`config.mk`:
```
export PLATFORM = sky130hd
export DESIGN_NAME = input_conditioner
export DESIGN_NICKNAME = d
export VERILOG_FILES = /design/src/rtl/input_conditioner.sv
export SDC_FILE = /design/constraint.sdc
export NUM_CORES = 1
export LEC_CHECK = 0
export CORE_ASPECT_RATIO = 0.8
export CORE_MARGIN = 2
export CORE_UTILIZATION = 35
export DETAILED_ROUTE_END_ITERATION = 16
export PLACE_DENSITY_LB_ADDON = 0.08
export SETUP_SLACK_MARGIN = 0.4
export SLEW_MARGIN = 5
export SYNTH_ARGS = -nofsm -noshare
export SYNTH_HDL_FRONTEND = slang
export SYNTH_SLANG_ARGS = --single-unit
export TNS_END_PERCENT = 50
```
`constraint.sdc`:
```
create_clock -name clk -period 3.1 [get_ports clk]
set_input_delay 0.31 -clock clk [delete_from_list [all_inputs] [get_ports clk]]
set_output_delay 0.31 -clock clk [all_outputs]
set_load 0.05 [all_outputs]
```
`src/rtl/input_conditioner.sv`:
```
// Input conditioner for two active-low KEY pins and ten active-high SW pins.
// Each raw bit is synchronized, then debounced by a per-bit stable register
// and saturating counter; key press/release events come from stable edges.
// Optional feature macro: INPUT_CONDITIONER_EVENT_LATCH_EN makes key events
// sticky until cleared by evt_clear; when undefined, events are 1-cycle pulses.
module input_conditioner #(
   parameter int DEBOUNCE_CYCLES = 500000
) (
   input  logic       clk,
   input  logic       reset_n,
   input  logic [1:0] key_in,
   input  logic [9:0] sw_in,
   input  logic [1:0] evt_clear,
   output logic [1:0] key_out,
   output logic [9:0] sw_out,
   output logic [1:0] key_press,
   output logic [1:0] key_release
);

   localparam int              NB      = 12;
   localparam int              CW      = $clog2(DEBOUNCE_CYCLES);
   localparam logic [CW-1:0]   CNT_MAX = CW'(DEBOUNCE_CYCLES - 1);
   // Bits [1:0] are keys (idle high), bits [11:2] are switches (idle low).
   localparam logic [NB-1:0]   IDLE    = {10'h000, 2'b11};

   logic [NB-1:0] raw;
   logic [NB-1:0] sync1;
   logic [NB-1:0] sync2;
   logic [NB-1:0] stable;
   logic [NB-1:0] load;
   logic [CW-1:0] cnt [NB];
   logic [1:0]    press_set;
   logic [1:0]    release_set;

   assign raw = {sw_in, key_in};

   // Two-flop synchronizer bringing every raw pin into the clk domain.
   always_ff @(posedge clk or negedge reset_n) begin
      // NOTE: sequential state uses non-blocking assignments so sync2 sees the old sync1.
      if (!reset_n) begin
         sync1 <= IDLE;
         sync2 <= IDLE;
      end else begin
         sync1 <= raw;
         sync2 <= sync1;
      end
   end

   // A bit is accepted once it has differed from stable for DEBOUNCE_CYCLES cycles.
   always_comb begin
      // NOTE: default first so no path leaves load unassigned (prevents a latch).
      load = '0;
      for (int i = 0; i < NB; i++) begin
         load[i] = (sync2[i] != stable[i]) && (cnt[i] == CNT_MAX);
      end
   end

   // Per-bit debounce counters and stable registers; counters saturate via load.
   always_ff @(posedge clk or negedge reset_n) begin
      if (!reset_n) begin
         stable <= IDLE;
         // NOTE: the counter array is ordinary flops, so it is reset like any other state.
         for (int i = 0; i < NB; i++) cnt[i] <= '0;
      end else begin
         for (int i = 0; i < NB; i++) begin
            if (sync2[i] == stable[i]) begin
               cnt[i] <= '0;
            end else if (load[i]) begin
               stable[i] <= sync2[i];
               cnt[i]    <= '0;
            end else begin
               cnt[i] <= cnt[i] + CW'(1);
            end
         end
      end
   end

   // A key press is a stable 1->0 accept, a release is a stable 0->1 accept.
   assign press_set   = load[1:0] &  stable[1:0];
   assign release_set = load[1:0] & ~stable[1:0];

`ifdef INPUT_CONDITIONER_EVENT_LATCH_EN
   // Sticky events: set on the accept edge, cleared after evt_clear; set wins.
   always_ff @(posedge clk or negedge reset_n) begin
      if (!reset_n) begin
         key_press   <= 2'b00;
         key_release <= 2'b00;
      end else begin
         key_press   <= press_set   | (key_press   & ~evt_clear);
         key_release <= release_set | (key_release & ~evt_clear);
      end
   end
`else
   logic evt_clear_unused;
   assign evt_clear_unused = ^evt_clear;

   // Pulse events: high for the single cycle following the accept edge.
   always_ff @(posedge clk or negedge reset_n) begin
      if (!reset_n) begin
         key_press   <= 2'b00;
         key_release <= 2'b00;
      end else begin
         key_press   <= press_set;
         key_release <= release_set;
      end
   end
`endif

   assign key_out = stable[1:0];
   assign sw_out  = stable[NB-1:2];

endmodule

```
==> reports/qor.csv, run 1 <==
stage,metric,value,unit
run_status,status,"finished, final reports clean",
power_and_ir_drop,comb_power_share,3.1,%
global_route,top_usage_layer,met1,
global_route,grt_start_max_net_pins,92,
clock_network,htree_levels,1,
placed_design,place_congestion,0.793,
power_and_ir_drop,cellPowerDensity,526,mW/mm2
yosys,yosysUniqueCellTypes,51,
timing,slew_viol_final,0,
setup_path,timing.rr.end,cnt[226],
timing,rsz0062_at_grt,no,
yosys,synth-seq-cells,268,
min_path,hp-class,primary input to register,
yosys,synth_top_family_by_area,simple AND/OR/NAND/NOR gates,
setup_path,crit_path_start_kind,register,
yosys,yosysWarningCount,0,
layout,antenna_cells,0,
timing,clock_skew,0.0116,ns
setup_path,cp_max_fo,11,
die,ios,32,
die,rows,62,
detailed_routing,vias_per_cell,4.93,
yosys,synth-seq-area-share,52.5,%
global_route,use_met3,2.56,%
setup_path,criticalPathCategory,register to register,
timing,setup_violations,0,
layout,multi_input_area,0.00578,mm2
yosys,synth_mux_area_share,1.47,%
detailed_routing,drc,0,
global_route,antenna_found_initial,0,
layout,layout-drive-gt1-share,8.41,%
timing,period_share,73.9,%
placed_design,dp_hpwl,16500,um
placed_design,io_buffers,29,
timing,fin_crit,2.29,ns
global_route,grt_util_met1,21.3,%
power_and_ir_drop,swShare,21.5,%
timing,slew_headroom,51.0,%
global_route,grt_pass1_wl,44400,um
min_path,hold_start,key_in[1],
clock_network,path_clk_slew,0.06,ns
global_route,grt_overflow,0,
power_and_ir_drop,vdd_drop_max,0.414,mV
power_and_ir_drop,p_leak,5.69,nW
yosys,synth.cell_area,0.0128,mm2
detailed_routing,drtAntennaViolNets,0,
timing,worst_slew_pin_slew,0.736,ns
min_path,min_to,sync1[1],
global_route,grt_pass1_vias,8857,
yosys,synth_adder_area_share,1.17,%
setup_path,cp.required,3.54,ns
detailed_routing,vias,9048,
layout,syn_to_final_growth,16.1,%
clock_network,cts-hold-fix-buffers,1,
clock_network,cts_made_buffers,30,
yosys,avgSynthCellArea,9.99,um2
die,die_h,175,um
clock_network,clock_latency,0.57,ns
yosys,synth_edf_count,0,
power_and_ir_drop,p_switching,0.00168,W
global_route,use_met2,19.7,%
die,die-area,0.0381,mm2
setup_path,crit_path_end_kind,register,
timing,tns,0,ns
detailed_routing,drt_iter0_drc,525,
power_and_ir_drop,clockPowerShare,50.7,%
run,maxCapViolCount,0,
yosys,synth_xor_area_share,12.5,%
placed_design,dp_slack,0.793,ns
timing,setup_ws,0.809,ns
die,dieWidth,218,um
die,fp.coreArea,0.0360,mm2
power_and_ir_drop,p_seq_share,46.2,%
detailed_routing,detail_route.wl_per_cell,13.7,um
detailed_routing,drtPass1Iterations,7,
global_route,grt_usage,13.8,%
setup_path,crit_arrival,2.73,ns
detailed_routing,routed_wl,25100,um
clock_network,cts.root.buffer_cell,clkbuf_16,
yosys,ys.flop_type,dfrtp_1,
yosys,synthSimpleGateAreaFrac,26.2,%
min_path,hold_depth,1,
yosys,ys_async_sr_fraction,100,%
clock_network,cts_tree,yes,
clock_network,cts_setup_buffers,0,
clock_network,clkSinkCount,268,
layout,seqCellArea,0.00671,mm2
timing,finalHoldViolations,0,
yosys,synth.net_count,1309,
power_and_ir_drop,intPower,0.00613,W
yosys,synth_compound_area_share,3.77,%
clock_network,ctsResizeCount,0,
die,start_util,35.6,%
layout,fill_cells,3519,
yosys,postSynthCellCount,1281,
setup_path,ff2ff_setup_slack,0.81,ns
timing,fmax,0.436,GHz
setup_path,rr_startpoint,cnt[216],
clock_network,cts.path.max_buffers,3,
setup_path,ff2ff_path_depth,5,
layout,fin_nets,1361,
## metal layers
metal	up-vias	part of all wire [%]
met4	0	2.3
met5	-	0
met1	4300	54
met2	93	41
li1	4616	-
met3	39	3.4
## cells in the final DEF, fill, tap and decap left out, types with 28 or more instances in the layout
cell type        count
nor2_1             227
xor2_1              46
xnor2_1            137
dfrtp_1            262
nand3_1             78
inv_1               46
a21oi_1             30
nor3_1              44
clkbuf_16           31
clkdlybuf4s50_1     28
nand2_1             67
nand4_1             77
nor4_1              54
## worst max-delay path, cell delays in order, from the launching register on
cell and delay (ns):
dfrtp_1 0.45, or4b_1 0.55, or4_4 0.56, o21ai_2 0.31, buf_4 0.24, a21oi_1 0.06
## cells by family after synthesis
| logic type | count (synthesis) |
|---|---|
| multiplexers | 17 |
| buffers and inverters | 75 |
| AO/OA/AOI/OAI | 72 |
| XOR/XNOR | 183 |
| AND/OR/NAND/NOR | 654 |
| flip-flops | 268 |
| adder cells (fa/ha/maj) | 12 |
## metrics by stage
stage                     total power, W  util (%)  cells  instance area [um2]  hold WS, ns
final                            0.00781      41.3   1835                14900        0.148
after global routing             0.00817      41.3   1835                14900        0.123
after floorplan                  0.00377         -   1281                12800       0.0144
after detailed placement         0.00392      38.1   1780                13700        0.335
after global placement           0.00392      38.1   1780                13700        0.333
after CTS                        0.00799      41.3   1835                14900        0.106
## cell usage after synthesis (11+ instances only)
cell type / number / share of area, %
nand2_1: 67 / 2.0
nor3_1: 44 / 1.7
nor2_1: 227 / 6.7
nor4b_1: 13 / 0.89
nor4_1: 54 / 2.6
or3_1: 16 / 0.78
xnor2_1: 137 / 9.4
or4_1: 15 / 0.88
xor2_1: 46 / 3.1
o21ai_0: 11 / 0.43
nand4_1: 77 / 3.8
ha_1: 12 / 1.2
dfrtp_1: 262 / 51
inv_1: 46 / 1.3
a21oi_1: 30 / 1.2
and2_1: 12 / 0.59
clkbuf_1: 25 / 0.73
nand3_1: 78 / 3.1
## final cells by class
| class | instances | area share, % |
|---|---|---|
| clock buffer | 41 | 6.01 |
| clock inverter | 13 | 1.50 |
| inverter | 46 | 1.16 |
| multi-input combinational | 938 | 38.9 |
| sequential | 268 | 45.2 |
| tap | 480 | 4.04 |
| timing repair buffer | 49 | 3.18 |
## registers in the layout, summed over array words and instances (netlist names)
name,count
stable,12
cnt,228
sync2,12
key_press,2
key_release,2
sync1,12
## power groups by stage
stage / logic [W] / registers [W] / clock network (W)
2_1_floorplan: 0.000120 / 0.00365 / 0
3_3_place_gp: 0.000252 / 0.00367 / 0
3_5_place_dp: 0.000251 / 0.00367 / 0
4_1_cts: 0.000254 / 0.00361 / 0.00413
5_1_grt: 0.000284 / 0.00362 / 0.00427
6_report: 0.000240 / 0.00361 / 0.00396
## how the worst max path moves through the flow
stage / from / to / slack (ns) / cells past startpoint
floorplan: cnt[166] / stable[3] / 0.93 / 4
global placement: cnt[216] / cnt[226] / 0.79 / 5
detailed placement: cnt[157] / cnt[155] / 0.79 / 4
CTS: cnt[216] / cnt[226] / 0.77 / 5
global route: cnt[216] / cnt[227] / 0.69 / 5
finish: cnt[216] / cnt[226] / 0.81 / 5
Power figures use the tool's default switching activity.
==> inputs of run 2 (changes only) <==
Clock period 3.1 ns to 2.3 ns, I/O delays scaled along.
==> run 2 against run 1 <==
- global-route usage up 0.65 points
- die area unchanged
- cell area up 4.7%
- clock skew about the same
- sequential power up 35%
- first-iteration DRC count down 6.7%
- register-to-register slack worse by 0.64 ns
- via count up 4.6%
- combinational power up 58%
- power up 30%
- final cell count up 3.3%
==> reports/qor.csv, run 2 (synthesis gave the netlist of run 1 again) <==
stage,metric,value,unit,change
detailed_routing,drtPass1Iterations,4,,-3
die,dieWidth,218,um,unchanged
timing,worst_slew_pin_slew,0.605,ns,-0.130 ns
run,maxCapViolCount,0,,unchanged
timing,period_share,92.6,%,+19 points
power_and_ir_drop,p_leak,6.15,nW,+8.1%
global_route,grt_usage,14.4,%,+0.65 points
layout,multi_input_area,0.00599,mm2,+3.6%
detailed_routing,drtAntennaViolNets,0,,unchanged
detailed_routing,drt_iter0_drc,490,,-6.7%
placed_design,place_congestion,0.773,,-2.5%
global_route,antenna_found_initial,0,,unchanged
clock_network,path_clk_slew,0.06,ns,about the same
timing,rsz0062_at_grt,yes,,
layout,seqCellArea,0.00672,mm2,+0.15%
placed_design,dp_hpwl,17300,um,+4.9%
layout,fill_cells,3516,,-0.085%
layout,finalNonFillerCells,1896,,+3.3%
setup_path,crit_arrival,2.61,ns,-0.12 ns
die,start_util,35.6,%,unchanged
global_route,grt_overflow,0,,unchanged
detailed_routing,routed_wl,26700,um,+6.1%
timing,finalHoldViolations,0,,unchanged
detailed_routing,detail_route.wl_per_cell,14.1,um,+2.7%
setup_path,ff2ff_path_depth,4,,-1
layout,antenna_cells,0,,unchanged
detailed_routing,vias,9464,,+4.6%
die,die_h,175,um,unchanged
timing,clock_skew,0.0121,ns,+0.000482 ns
timing,slew_viol_final,0,,unchanged
clock_network,cts_made_buffers,31,,+3.3%
timing,fin_crit,2.13,ns,-0.161 ns
min_path,hold_depth,1,,unchanged
layout,fin_nets,1424,,+4.6%
timing,slew_headroom,59.3,%,+8.3 points
setup_path,timing.rr.end,stable[0],,
setup_path,criticalPathCategory,register to register,,
layout,final_common_cell,dfrtp_1,,
setup_path,cp.required,2.78,ns,-0.76 ns
layout,syn_to_final_growth,21.5,%,
layout,mostFrequentLayoutCells,"dfrtp_1, nor2_1, xnor2_1",,
clock_network,cts.root.buffer_cell,clkbuf_16,,
layout,largest_register_ffs,228,,unchanged
global_route,grt_start_max_net_pins,60,,-35%
layout,largest_register,cnt,,
setup_path,crit_path_end_kind,register,,
min_path,hold_start,key_in[1],,
setup_path,cp_max_fo,4,,-7
power_and_ir_drop,cellPowerDensity,655,mW/mm2,+25%
clock_network,cts.path.max_buffers,3,,unchanged
clock_network,clkSinkCount,268,,unchanged
clock_network,htree_levels,1,,unchanged
setup_path,crit_path_start_kind,register,,
setup_path,rr_startpoint,cnt[221],,
die,rows,62,,unchanged
setup_path,ff2ff_setup_slack,0.17,ns,-0.64 ns
timing,tns,0,ns,unchanged
detailed_routing,drc,0,,unchanged
die,die-area,0.0381,mm2,unchanged
clock_network,clock_latency,0.56,ns,about the same
placed_design,io_buffers,29,,unchanged
min_path,min_to,sync1[1],,
placed_design,placed_cells,1806,,+1.5%
timing,setup_violations,0,,unchanged
power_and_ir_drop,vdd_drop_max,0.547,mV,+32%
detailed_routing,vias_per_cell,4.99,,+1.2%
min_path,hp-class,primary input to register,,
layout,layout-drive-gt1-share,15.5,%,+7.1 points
die,ios,32,,unchanged
global_route,grt_pass1_vias,9355,,+5.6%
global_route,grt_pass1_wl,46800,um,+5.3%
timing,fmax,0.469,GHz,+7.6%
die,fp.coreArea,0.0360,mm2,unchanged
run_status,status,"finished, final reports clean",,
clock_network,cts_tree,yes,,
==> run 2: cell count changes in the layout (fill, tap and decap cells not counted), sizes merged <==
cell / change
clkdlybuf4s15: +1
clkbuf: +6
dlygate4sd2: +4
clkinvlp: -3
inv: +1
clkdlybuf4s50: -11
buf: +60
dlymetal6s2s: +6
bufinv: -3
==> run 2: final cells by class <==
cell class | count | area share, %
Timing Repair Buffer | 111 | 6.65
Clock buffer | 45 | 5.84
Inverter | 46 | 1.11
Multi-Input combinational cell | 938 | 38.5
Sequential cell | 268 | 43.2
Tap cell | 480 | 3.86
Clock inverter | 8 | 0.764
==> run 2: how the worst max path moves through the flow <==
| stage | cells past startpoint | slack [ns] | end | start |
|---|---|---|---|---|
| 2_1_floorplan | 4 | 0.22 | stable[0] | cnt[215] |
| 3_3_place_gp | 4 | 0.14 | stable[0] | cnt[219] |
| 3_5_place_dp | 4 | 0.13 | stable[0] | cnt[218] |
| 4_1_cts | 4 | 0.18 | stable[0] | cnt[218] |
| 5_1_grt | 4 | 0.14 | stable[0] | cnt[221] |
| 6_report | 4 | 0.17 | stable[0] | cnt[221] |
==> run 2: per-layer routing <==
metal  wire, um  global-route usage (%)  share of wire (%)  up-vias
li1           -                       -                  -     4724
met1      14400                    22.3                 54     4595
met2      10900                    20.7                 41      109
met3        805                    2.45                3.0       36
met4        550                    3.80                2.1        0
met5          0                       0                  0        -
==> run 2: where the power goes <==
group | leakage, nW | internal (W) | switching (W)
Sequential | 3.63 | 0.00479 | 0.0000738
Clock | 0.509 | 0.00304 | 0.00190
Combinational | 2.01 | 0.000143 | 0.000237
Total | 6.15 | 0.00798 | 0.00221
==> run 2: worst max-delay path: stages (launching register included) <==
cell and delay, ns:
dfrtp_1 0.38, or4b_1 0.53, or4_4 0.57, or2_4 0.28
mux2_4 0.30
==> run 2: per-stage QoR <==
stage	setup WS (ns)	utilization (%)	instance area [um2]	total power, W	hold slack [ns]
2_1_floorplan	0.220	-	12900	0.00509	-0.0656
3_3_place_gp	0.142	39.0	14000	0.00531	0.214
3_5_place_dp	0.132	39.0	14000	0.00531	0.216
4_1_cts	0.180	42.5	15300	0.0104	0.0352
5_1_grt	0.144	43.2	15500	0.0107	0.0470
6_report	0.170	43.2	15500	0.0102	0.0728
==> run 2: what timing repair did <==
action	in CTS	in global routing
gates resized for setup	33	43
endpoints found under the setup margin	98	138
gates cloned	2	2
pin swaps	24	14
hold buffers	1	0
hold endpoints to repair	46	0
buffers inserted	17	15
